===== src/rtl/bp_be_stride_prefetch_engine.sv =====
// Stride prefetcher: PC-tagged direct-mapped RPT with per-entry confidence FSM and a burst issue FSM.
// Optional feature macro: BP_BE_STRIDE_STORE_TRAIN_EN (stores train and trigger like loads).
module bp_be_stride_prefetch_engine #(
  parameter int vaddr_width_p  = 39,
  parameter int rpt_sets_p     = 32,
  parameter int tag_width_p    = 10,
  parameter int stride_width_p = 12,
  parameter int degree_p       = 2,
  parameter int page_offset_p  = 12
) (
  input  logic                     clk_i,
  input  logic                     reset_n_i,
  input  logic                     train_v_i,
  input  logic                     train_is_store_i,
  input  logic [vaddr_width_p-1:0] train_pc_i,
  input  logic [vaddr_width_p-1:0] train_addr_i,
  output logic                     pf_v_o,
  input  logic                     pf_ready_i,
  output logic [vaddr_width_p-1:0] pf_addr_o,
  output logic [vaddr_width_p-1:0] pf_pc_o,
  output logic                     busy_o
);

  localparam int IDX_W = $clog2(rpt_sets_p);
  localparam int CNT_W = 4;
  localparam int PG_W  = vaddr_width_p - page_offset_p;
  localparam int HI_W  = vaddr_width_p - stride_width_p + 1;

  typedef enum logic [1:0] {INIT, TRANSIENT, STEADY, NOPRED} rpt_state_e;
  typedef enum logic {IDLE, ISSUE} issue_state_e;

  function automatic logic [vaddr_width_p-1:0] sext_stride(input logic signed [stride_width_p-1:0] s);
    return {{(vaddr_width_p-stride_width_p){s[stride_width_p-1]}}, s};
  endfunction

  // A delta fits when every bit from the stride sign bit upward agrees
  function automatic logic delta_fits(input logic [vaddr_width_p-1:0] d);
    logic [HI_W-1:0] hi;
    hi = d[vaddr_width_p-1:stride_width_p-1];
    return (&hi) | ~(|hi);
  endfunction

  logic [rpt_sets_p-1:0]            v_q;
  logic [tag_width_p-1:0]           tag_q    [rpt_sets_p];
  logic [vaddr_width_p-1:0]         last_q   [rpt_sets_p];
  logic signed [stride_width_p-1:0] stride_q [rpt_sets_p];
  rpt_state_e                       st_q     [rpt_sets_p];

  logic                             sample_en;
  logic [IDX_W-1:0]                 idx;
  logic [tag_width_p-1:0]           tag;
  logic                             hit;
  logic [vaddr_width_p-1:0]         delta;
  logic                             fits;
  logic                             match;
  rpt_state_e                       cur_st, new_st;
  logic signed [stride_width_p-1:0] cur_stride, new_stride, delta_stride;
  logic                             trigger;
  logic                             unused_bits;

`ifdef BP_BE_STRIDE_STORE_TRAIN_EN
  assign sample_en = train_v_i;
`else
  assign sample_en = train_v_i & ~train_is_store_i;
`endif

  assign unused_bits = ^{train_pc_i[1:0], train_pc_i[vaddr_width_p-1:2+IDX_W+tag_width_p],
                         train_is_store_i};

  assign idx        = train_pc_i[2 +: IDX_W];
  assign tag        = train_pc_i[2+IDX_W +: tag_width_p];
  assign cur_st     = st_q[idx];
  assign cur_stride = stride_q[idx];
  assign hit        = sample_en & v_q[idx] & (tag_q[idx] == tag);
  assign delta      = train_addr_i - last_q[idx];
  assign fits       = delta_fits(delta);
  assign match      = fits & (delta == sext_stride(cur_stride));
  assign delta_stride = fits ? delta[stride_width_p-1:0] : '0;

  always_comb begin
    new_st     = cur_st;
    new_stride = cur_stride;
    case (cur_st)
      INIT: begin
        if (match) new_st = STEADY;
        else begin
          new_stride = delta_stride;
          new_st     = TRANSIENT;
        end
      end
      TRANSIENT: begin
        if (match) new_st = STEADY;
        else begin
          new_stride = delta_stride;
          new_st     = NOPRED;
        end
      end
      STEADY: begin
        if (!match) begin
          new_st = INIT;
          if (!fits) new_stride = '0;
        end
      end
      NOPRED: begin
        if (match) new_st = TRANSIENT;
        else       new_stride = delta_stride;
      end
      default: new_st = INIT;
    endcase
  end

  assign trigger = hit & match & (new_st == STEADY) & (cur_stride != '0);

  always_ff @(posedge clk_i or negedge reset_n_i) begin
    if (!reset_n_i) v_q <= '0;
    else if (sample_en) v_q[idx] <= 1'b1;
  end

  // Entry payload is qualified by v_q, so it carries no reset
  always_ff @(posedge clk_i) begin
    if (sample_en) begin
      last_q[idx] <= train_addr_i;
      if (hit) begin
        stride_q[idx] <= new_stride;
        st_q[idx]     <= new_st;
      end else begin
        tag_q[idx]    <= tag;
        stride_q[idx] <= '0;
        st_q[idx]     <= INIT;
      end
    end
  end

  issue_state_e                     state_q, state_d;
  logic [vaddr_width_p-1:0]         nxt_q, nxt_d;
  logic [vaddr_width_p-1:0]         pc_q, pc_d;
  logic [PG_W-1:0]                  base_pg_q, base_pg_d;
  logic [CNT_W-1:0]                 cnt_q, cnt_d;
  logic signed [stride_width_p-1:0] bstride_q, bstride_d;

  logic                     hs;
  logic [vaddr_width_p-1:0] nxt_inc;
  logic                     inc_cross;
  logic                     burst_end;
  logic                     accept;
  logic [vaddr_width_p-1:0] entry_nxt;
  logic                     entry_cross;

  assign hs          = pf_v_o & pf_ready_i;
  assign nxt_inc     = nxt_q + sext_stride(bstride_q);
  assign inc_cross   = nxt_inc[vaddr_width_p-1:page_offset_p] != base_pg_q;
  assign burst_end   = hs & ((cnt_q == CNT_W'(degree_p)) | inc_cross);
  assign accept      = trigger & ((state_q == IDLE) | burst_end);
  assign entry_nxt   = train_addr_i + sext_stride(cur_stride);
  assign entry_cross = entry_nxt[vaddr_width_p-1:page_offset_p] !=
                       train_addr_i[vaddr_width_p-1:page_offset_p];

  always_comb begin
    state_d   = state_q;
    nxt_d     = nxt_q;
    pc_d      = pc_q;
    base_pg_d = base_pg_q;
    cnt_d     = cnt_q;
    bstride_d = bstride_q;
    case (state_q)
      IDLE: ;
      ISSUE: begin
        if (burst_end) state_d = IDLE;
        else if (hs) begin
          nxt_d = nxt_inc;
          cnt_d = cnt_q + CNT_W'(1);
        end
      end
      default: state_d = IDLE;
    endcase
    // A first address already outside the base page suppresses the whole burst
    if (accept && !entry_cross) begin
      state_d   = ISSUE;
      nxt_d     = entry_nxt;
      pc_d      = train_pc_i;
      base_pg_d = train_addr_i[vaddr_width_p-1:page_offset_p];
      cnt_d     = CNT_W'(1);
      bstride_d = cur_stride;
    end
  end

  always_ff @(posedge clk_i or negedge reset_n_i) begin
    if (!reset_n_i) begin
      state_q <= IDLE;
      nxt_q   <= '0;
      pc_q    <= '0;
    end else begin
      state_q <= state_d;
      nxt_q   <= nxt_d;
      pc_q    <= pc_d;
    end
  end

  always_ff @(posedge clk_i) begin
    base_pg_q <= base_pg_d;
    cnt_q     <= cnt_d;
    bstride_q <= bstride_d;
  end

  assign pf_v_o    = (state_q == ISSUE);
  assign busy_o    = (state_q == ISSUE);
  assign pf_addr_o = nxt_q;
  assign pf_pc_o   = pc_q;

endmodule


===== config.mk =====
export PLATFORM = sky130hd
export DESIGN_NAME = bp_be_stride_prefetch_engine
export DESIGN_NICKNAME = d
export VERILOG_FILES = /design/src/rtl/bp_be_stride_prefetch_engine.sv
export SDC_FILE = /design/constraint.sdc
export NUM_CORES = 2
export LEC_CHECK = 0
export ABC_AREA = 0
export CORE_ASPECT_RATIO = 1.4
export CORE_UTILIZATION = 29
export CTS_CLUSTER_SIZE = 30
export DETAILED_ROUTE_END_ITERATION = 8
export SLEW_MARGIN = 10
export SYNTH_ARGS = -nofsm -noshare
export SYNTH_HDL_FRONTEND = slang
export SYNTH_SLANG_ARGS = --single-unit

===== constraint.sdc =====
create_clock -name clk_i -period 18.8 [get_ports clk_i]
set_input_delay 4.7 -clock clk_i [delete_from_list [all_inputs] [get_ports clk_i]]
set_output_delay 4.7 -clock clk_i [all_outputs]
set_load 0.01 [all_outputs]

## Word-level counts from Yosys, hierarchy flattened

Memory sizes are Yosys's and may differ from the RTL's.
Cells that the tools add are included.

| storage, ports and cells | value |
|---|---|
| bits in read-only memories | 0 |
| memory bits (writable) | 2016 |
| memories kept | 4 |
| bits in latches | 0 |
| flip-flop bits (word level) | 154 |

Memory list:

| memory | depth | bits a word | read ports | clocked after memory_dff | write ports | line | RTL |
|---|---|---|---|---|---|---|---|
| last_q | 32 | 39 | 1 | 0 | 1 | 45 | `logic [vaddr_width_p-1:0] last_q [rpt_sets_p];` |
| stride_q | 32 | 12 | 1 | 0 | 1 | 46 | `logic signed [stride_width_p-1:0] stride_q [rpt_sets_p];` |
| tag_q | 32 | 10 | 1 | 0 | 1 | 44 | `logic [tag_width_p-1:0] tag_q [rpt_sets_p];` |
| st_q | 32 | 2 | 1 | 0 | 1 | 47 | `rpt_state_e st_q [rpt_sets_p];` |

| operators by class | value |
|---|---|
| multiply operators | 0 |
| mux-type cells | 31 |
| equality and inequality tests | 10 |
| bitwise operators | 20 |
| reduce and logical (&&, ||, !) cells | 12 |
| shifts and indexed selects | 0 |
| add/subtract/negate cells | 4 |
| div/mod/pow operators | 0 |
| order comparisons | 2 |

Operators with widths:

| cell | number |
|---|---|
| 39-bit two-way mux | 4 |
| 39-bit adder | 2 |
| 12-bit two-way mux | 5 |
| 27-bit inequality test | 2 |
| 39-bit == test | 1 |
| 39-bit subtractor | 1 |
| 32-bit OR | 1 |
| 28-bit AND reduction | 1 |
| 28-bit OR reduction | 1 |
| 12-bit case mux with 2 select lines | 1 |
| 1-bit two-way mux | 14 |
| 12-bit nonzero test | 1 |
| 1-bit AND | 10 |
| 10-bit == test | 1 |
| 2-bit two-way mux | 4 |
| 2-bit case mux with 4 select lines | 1 |
| 2-bit == test, second input constant | 3 |
| 5-bit by 6-bit less-than comparator with 1-bit output, second input constant | 1 |
| 3-bit AND reduction | 2 |
| 1-bit binary-select mux with 5-bit select | 1 |
| 1-bit demux with 5-bit select | 1 |
| 5-bit by 1-bit greater-or-equal comparator with 1-bit output, second input constant | 1 |
| 1-bit OR | 5 |
| 4-bit by 1-bit adder with 4-bit output, second input constant | 1 |
| other kinds (9) | 14 |

## Depth between registers and ports, before layout

An unclocked memory read counts as a cell.

| logic depth | value |
|---|---|
| word-level depth | 15 |
| gate-level depth with buffers | 27 |
| depth with buffers taken out | 19 |

## Worst setup path before layout

OpenSTA, ideal clock, no wires.

| timing | value |
|---|---|
| path kind | in2reg |
| from | input port train_pc_i[3] |
| to | register base_pg_q[0], enable pin |
| library setup time | 0.533 ns |
| buffers on the path | 8 |
| setup slack | 3.932 ns |
| arrival | 14.334 ns |
| required time | 18.267 ns |
| stages on the path | 25 |
| path through | buf_2 buf_2 buf_2 buf_2 buf_2 clkbuf_1 clkbuf_1 clkbuf_1 mux4_2 a22oi_1 nand4_1 ha_1 fa_1 nand2b_1 a21oi_1 o21ai_0 o21bai_1 a31oi_1 a21o_1 a221oi_1 o2111ai_1 or4_1 mux2i_1 nand3_1 nor4bb_1 |

| on the way | value |
|---|---|
| longest elaborated chain between the ends | 13 |
| elaborated cells between the ends (all ways) | 35 |
| classes of those cells | 2 x add/sub; 7 x eq/ne; 7 x mux; 9 x bitwise; 6 x reduce/logical; 4 x memory |

Ends and longest elaborated chain:

| what | line | RTL |
|---|---|---|
| start, declared | 15 | `input logic [vaddr_width_p-1:0] train_pc_i,` |
| memory 32 x 39 bit | - |  |
| 39-bit subtractor | 75 | `assign delta = train_addr_i - last_q[idx];` |
| 28-bit OR reduction | 40 | `return (&hi) \| ~(\|hi);` |
| 1-bit inverter | 40 |  |
| 1-bit OR | 40 |  |
| 1-bit AND | 77 | `assign match = fits & (delta == sext_stride(cur_stride));` |
| 2-bit two-way mux, or another cell as far along | 105 | `if (match) new_st = TRANSIENT;` |
| 2-bit case mux with 4 select lines | 83 | `case (cur_st)` |
| 2-bit == test | 112 | `assign trigger = hit & match & (new_st == STEADY) & (cur_stride != '0);` |
| 1-bit AND (2 in series) | 112 |  |
| 1-bit AND | 153 | `assign accept = trigger & ((state_q == IDLE) \| burst_end);` |
| 1-bit logical AND * | 177 | `if (accept && !entry_cross) begin` |
| end signal, assigned | 200 | `base_pg_q <= base_pg_d;` |
| end, declared | 137 | `logic [PG_W-1:0] base_pg_q, base_pg_d;` |

Every way passes the cells marked *; elsewhere a longest branch is shown, timed or not. The select of a mux whose other input is x is not followed.
A chain may end at the register's enable or synchronous reset.

## Worst setup path after layout

| timing | value |
|---|---|
| from | input port train_pc_i[2] |
| to | register pc_q[33], in the netlist pf_pc_o[33] |

| on the way | value |
|---|---|
| longest elaborated chain between the ends | 13 |
| elaborated cells between the ends (all ways) | 35 |
| classes of those cells | 2 x add/sub; 7 x eq/ne; 7 x mux; 9 x bitwise; 6 x reduce/logical; 4 x memory |

Ends and longest elaborated chain:

| what | line | RTL |
|---|---|---|
| memory 32 x 39 bit | - |  |
| 39-bit subtractor | 75 |  |
| 28-bit OR reduction | 40 |  |
| 1-bit inverter | 40 |  |
| 1-bit OR | 40 |  |
| 1-bit AND | 77 |  |
| 2-bit two-way mux, or another cell as far along | 105 |  |
| 2-bit case mux with 4 select lines | 83 |  |
| 2-bit == test | 112 |  |
| 1-bit AND (2 in series) | 112 |  |
| 1-bit AND | 153 |  |
| 1-bit logical AND * | 177 |  |
| end signal, assigned | 195 | `pc_q <= pc_d;` |
| end, declared | 136 | `logic [vaddr_width_p-1:0] pc_q, pc_d;` |

Marked as above.

==> results.cfg <==
[timing]
clock.fmax_mhz = 73.10
fin_crit_sh_pct = 72.76
skew_ns = 0.1230
rsz0062_at_grt = no
relSlewSlack_pct = 12.67
setup-violations-final = 0
worst_pin_slew_ns = 1.303
finalHoldViolCount = 0
min_period_ns = 13.68
fin_setup_tns_ns = 0
maxSlewViolCount = 0

[worst_setup_path]
arrival_ns = 14.40
slowest_delay_ns = 0.91
reg2reg_slack_ns = 10.63
crit_top_cell = buf_4
timing.rr.start = stride_q[21][8]
r2r_cells = 18
cp-end-kind = register
cp_max_fo = 51
worstPathRequired_ns = 19.52
critical_path_depth = 21
critPathSlowestCell = buf_4
crit_buf_inv = 5
crit_family = buffers and inverters
reg2reg_to = pf_pc_o[33]
critical_path_class = in2reg
crit_chain = buf_8 > buf_4 > buf_4 > buf_4 > mux4_2 > a22oi_1 > and4_1 > ha_1 > nand4_1 > or2_1 > o221a_2 > a21oi_1 > a21boi_1 > o41ai_1 > xor2_1 > nand4_1 > or4_1 > a2111oi_4 > nand2_4 > buf_4 > mux2_1
crit_path_start_kind = input pin

[cts]
clk_pin_slew_ns = 0.06
htreeDepth = 4
post-cts-setup-buffer-count = 0
cts_sinks = 2170
clockRootBuffer = clkbuf_16
insertion_delay_ns = 0.91
numCtsBuffers = 192
cts.repair.resized = 0
ctsHoldBuffers = 0
clockBufferDepth = 4
cts_tree = built

[detailed_routing]
wl_per_cell_um = 28.48
vias = 53360
drc_errors = 0
wl_um = 285000
ant_nets = 0
dr.pass1.iters = 6
routed_via_density = 5.333
first_iter_violations = 5601

[global_routing]
grt_pass1_wl_um = 400200
overflow = 0
first_global_vias = 53780
grt_max_degree = 141
antenna_found_initial = 10
track_usage_pct = 17.34

[yosys]
netlist_area_um2 = 92230
seq_area_frac_synth_pct = 70.01
synth_nets = 5596
syn_avg_cell_area_um2 = 17.10
synth_edf_count = 2055
post_synth_num_cell_types = 92
synthArstFlopShare_pct = 5.115
ys_ff_latch = 2170
yosysWarningCount = 0
syn_inst = 5393
ys_dominant_reg_cell = edfxtp_1

[hold_path]
holdPathEnd = v_q[19]
worstHoldStart = v_q[19]
holdCritPathClass = reg2reg
hold_depth = 1

[floorplan]
core_um2 = 316000
initial_core_util_pct = 29.19
die_area_um2 = 320300
io_pins = 163
die_h_um = 669.3
row_count = 244
fp.dieW_um = 478.6

[run]
max_cap_viol_count = 0

[layout]
syn2layout_area_growth_pct = 15.05
drive_gt1_share_pct = 16.67
mostFrequentLayoutCell = edfxtp_1
nets = 5880
final_cell_mix = edfxtp_1 (2055), mux2i_1 (439), mux4_2 (328), buf_4 (227), clkbuf_16 (193)

[place]
place_congestion = 0.9124
hpwl_um = 171800
io_buffers = 162

[power]
power_leakage_nw = 35.51
power_density_nw_per_um2 = 95.53
irDropWorstVdd_uv = 77.30
power_mw = 10.14

[run_status]
outcome = finished, final reports clean
[worst reg2reg max path, cell delays in order (launching register included)]
cell       delay [ns]
edfxtp_1         0.38
mux2i_1          0.14
o22ai_1          0.10
nor4_1           0.55
nand2_1          0.52
ha_1             0.57
a21oi_1          0.30
o211ai_1         0.17
a211oi_2         0.60
o211ai_2         0.34
a21oi_1          0.28
xor2_1           0.25
xnor2_1          0.13
a2111oi_0        1.00
nand4b_4         0.20
a2111oi_4        0.78
nand2_4          0.58
buf_4            0.58
mux2_1           0.50
[area by class of cell]
| cell class | instances | area (µm²) |
|---|---|---|
| timing repair buffer | 394 | 3412 |
| clock buffer | 227 | 4957 |
| multi-input combinational | 2869 | 26640 |
| fill | 29900 | 209900 |
| tap | 4182 | 5233 |
| inverter | 50 | 187.7 |
| sequential | 2170 | 64570 |
| antenna | 4 | 10.01 |
| clock inverter | 109 | 1100 |
[worst max-delay path by stage]
stage,slack (ns),startpoint,endpoint
2_1_floorplan,3.93,train_pc_i[3],base_pg_q[0]
3_3_place_gp,4.22,train_pc_i[2],pf_pc_o[7]
3_5_place_dp,4.06,train_pc_i[2],pf_pc_o[16]
4_1_cts,4.93,train_pc_i[2],pf_pc_o[33]
5_1_grt,4.39,train_pc_i[2],pf_pc_o[24]
6_report,5.12,train_pc_i[2],pf_pc_o[33]
[synthesized netlist by cell type (53+ instances only)]
master / count / area, µm²
mux2i_1: 439 / 4394
clkbuf_1: 173 / 649.4
dfrtp_1: 111 / 2778
nor4_1: 72 / 450.4
mux4_2: 328 / 7387
nand4_1: 53 / 331.6
buf_2: 78 / 390.4
nor3_1: 77 / 385.4
xnor2_1: 90 / 788.3
nand2_1: 168 / 630.6
edfxtp_1: 2055 / 61710
o22ai_1: 188 / 1176
ha_1: 117 / 1464
a22oi_1: 164 / 1231
a21oi_1: 165 / 825.8
xor2_1: 68 / 595.6
o21ai_0: 80 / 400.4
nor2_1: 171 / 641.9
[through the flow]
stage / utilization, % / instance area (µm²) / cells / hold WS [ns] / setup slack, ns
final: 33.58 / 106100 / 10010 / 0.4664 / 5.121
after global placement: 31.66 / 100000 / 9665 / 0.4453 / 4.221
after CTS: 33.58 / 106100 / 10000 / 0.4653 / 4.934
after floorplan: - / 92230 / 5393 / 0.4337 / 3.932
after detailed placement: 31.66 / 100000 / 9665 / 0.4478 / 4.058
after global routing: 33.58 / 106100 / 10000 / 0.4743 / 4.391
[layer usage]
| metal | global-route usage (%) | vias to the layer above | wire length (µm) |
|---|---|---|---|
| met5 | 0 | - | 12 |
| met4 | 7.100 | 2 | 12190 |
| met3 | 1.811 | 497 | 15110 |
| met2 | 32.03 | 2037 | 150200 |
| met1 | 20.37 | 28250 | 107500 |
| li1 | - | 22570 | - |
[sequential cells by signal, summed over array words and instances, names as in the netlist]
name,flops
busy_o,1
last_q,1248
base_pg_q,27
stride_q,384
v_q,32
pf_pc_o,39
bstride_q,12
st_q,64
pf_addr_o,39
cnt_q,4
tag_q,320
[power by group]
group / internal, mW / switching, mW / leakage [nW]
clock: 2.16 / 1.78 / 2.94
combinational: 0.302 / 0.572 / 11.9
sequential: 5.32 / 0.0122 / 20.7
[kinds of logic (layout without fill, tap and decap cells)]
| logic type | Yosys count | count (layout) | synth area share (%) |
|---|---|---|---|
| xor gates and xnor gates | 162 | 162 | 1.600 |
| DFF | 2170 | 2170 | 70.01 |
| other | 0 | 4 | 0 |
| muxes | 816 | 816 | 13.37 |
| AOI/OAI and AO/OA | 901 | 901 | 6.603 |
| and+or+nand+nor | 870 | 870 | 5.131 |
| buffers and inverters | 354 | 780 | 1.632 |
| adders and majority gates | 120 | 120 | 1.652 |
(Power assumes the default switching activity.)
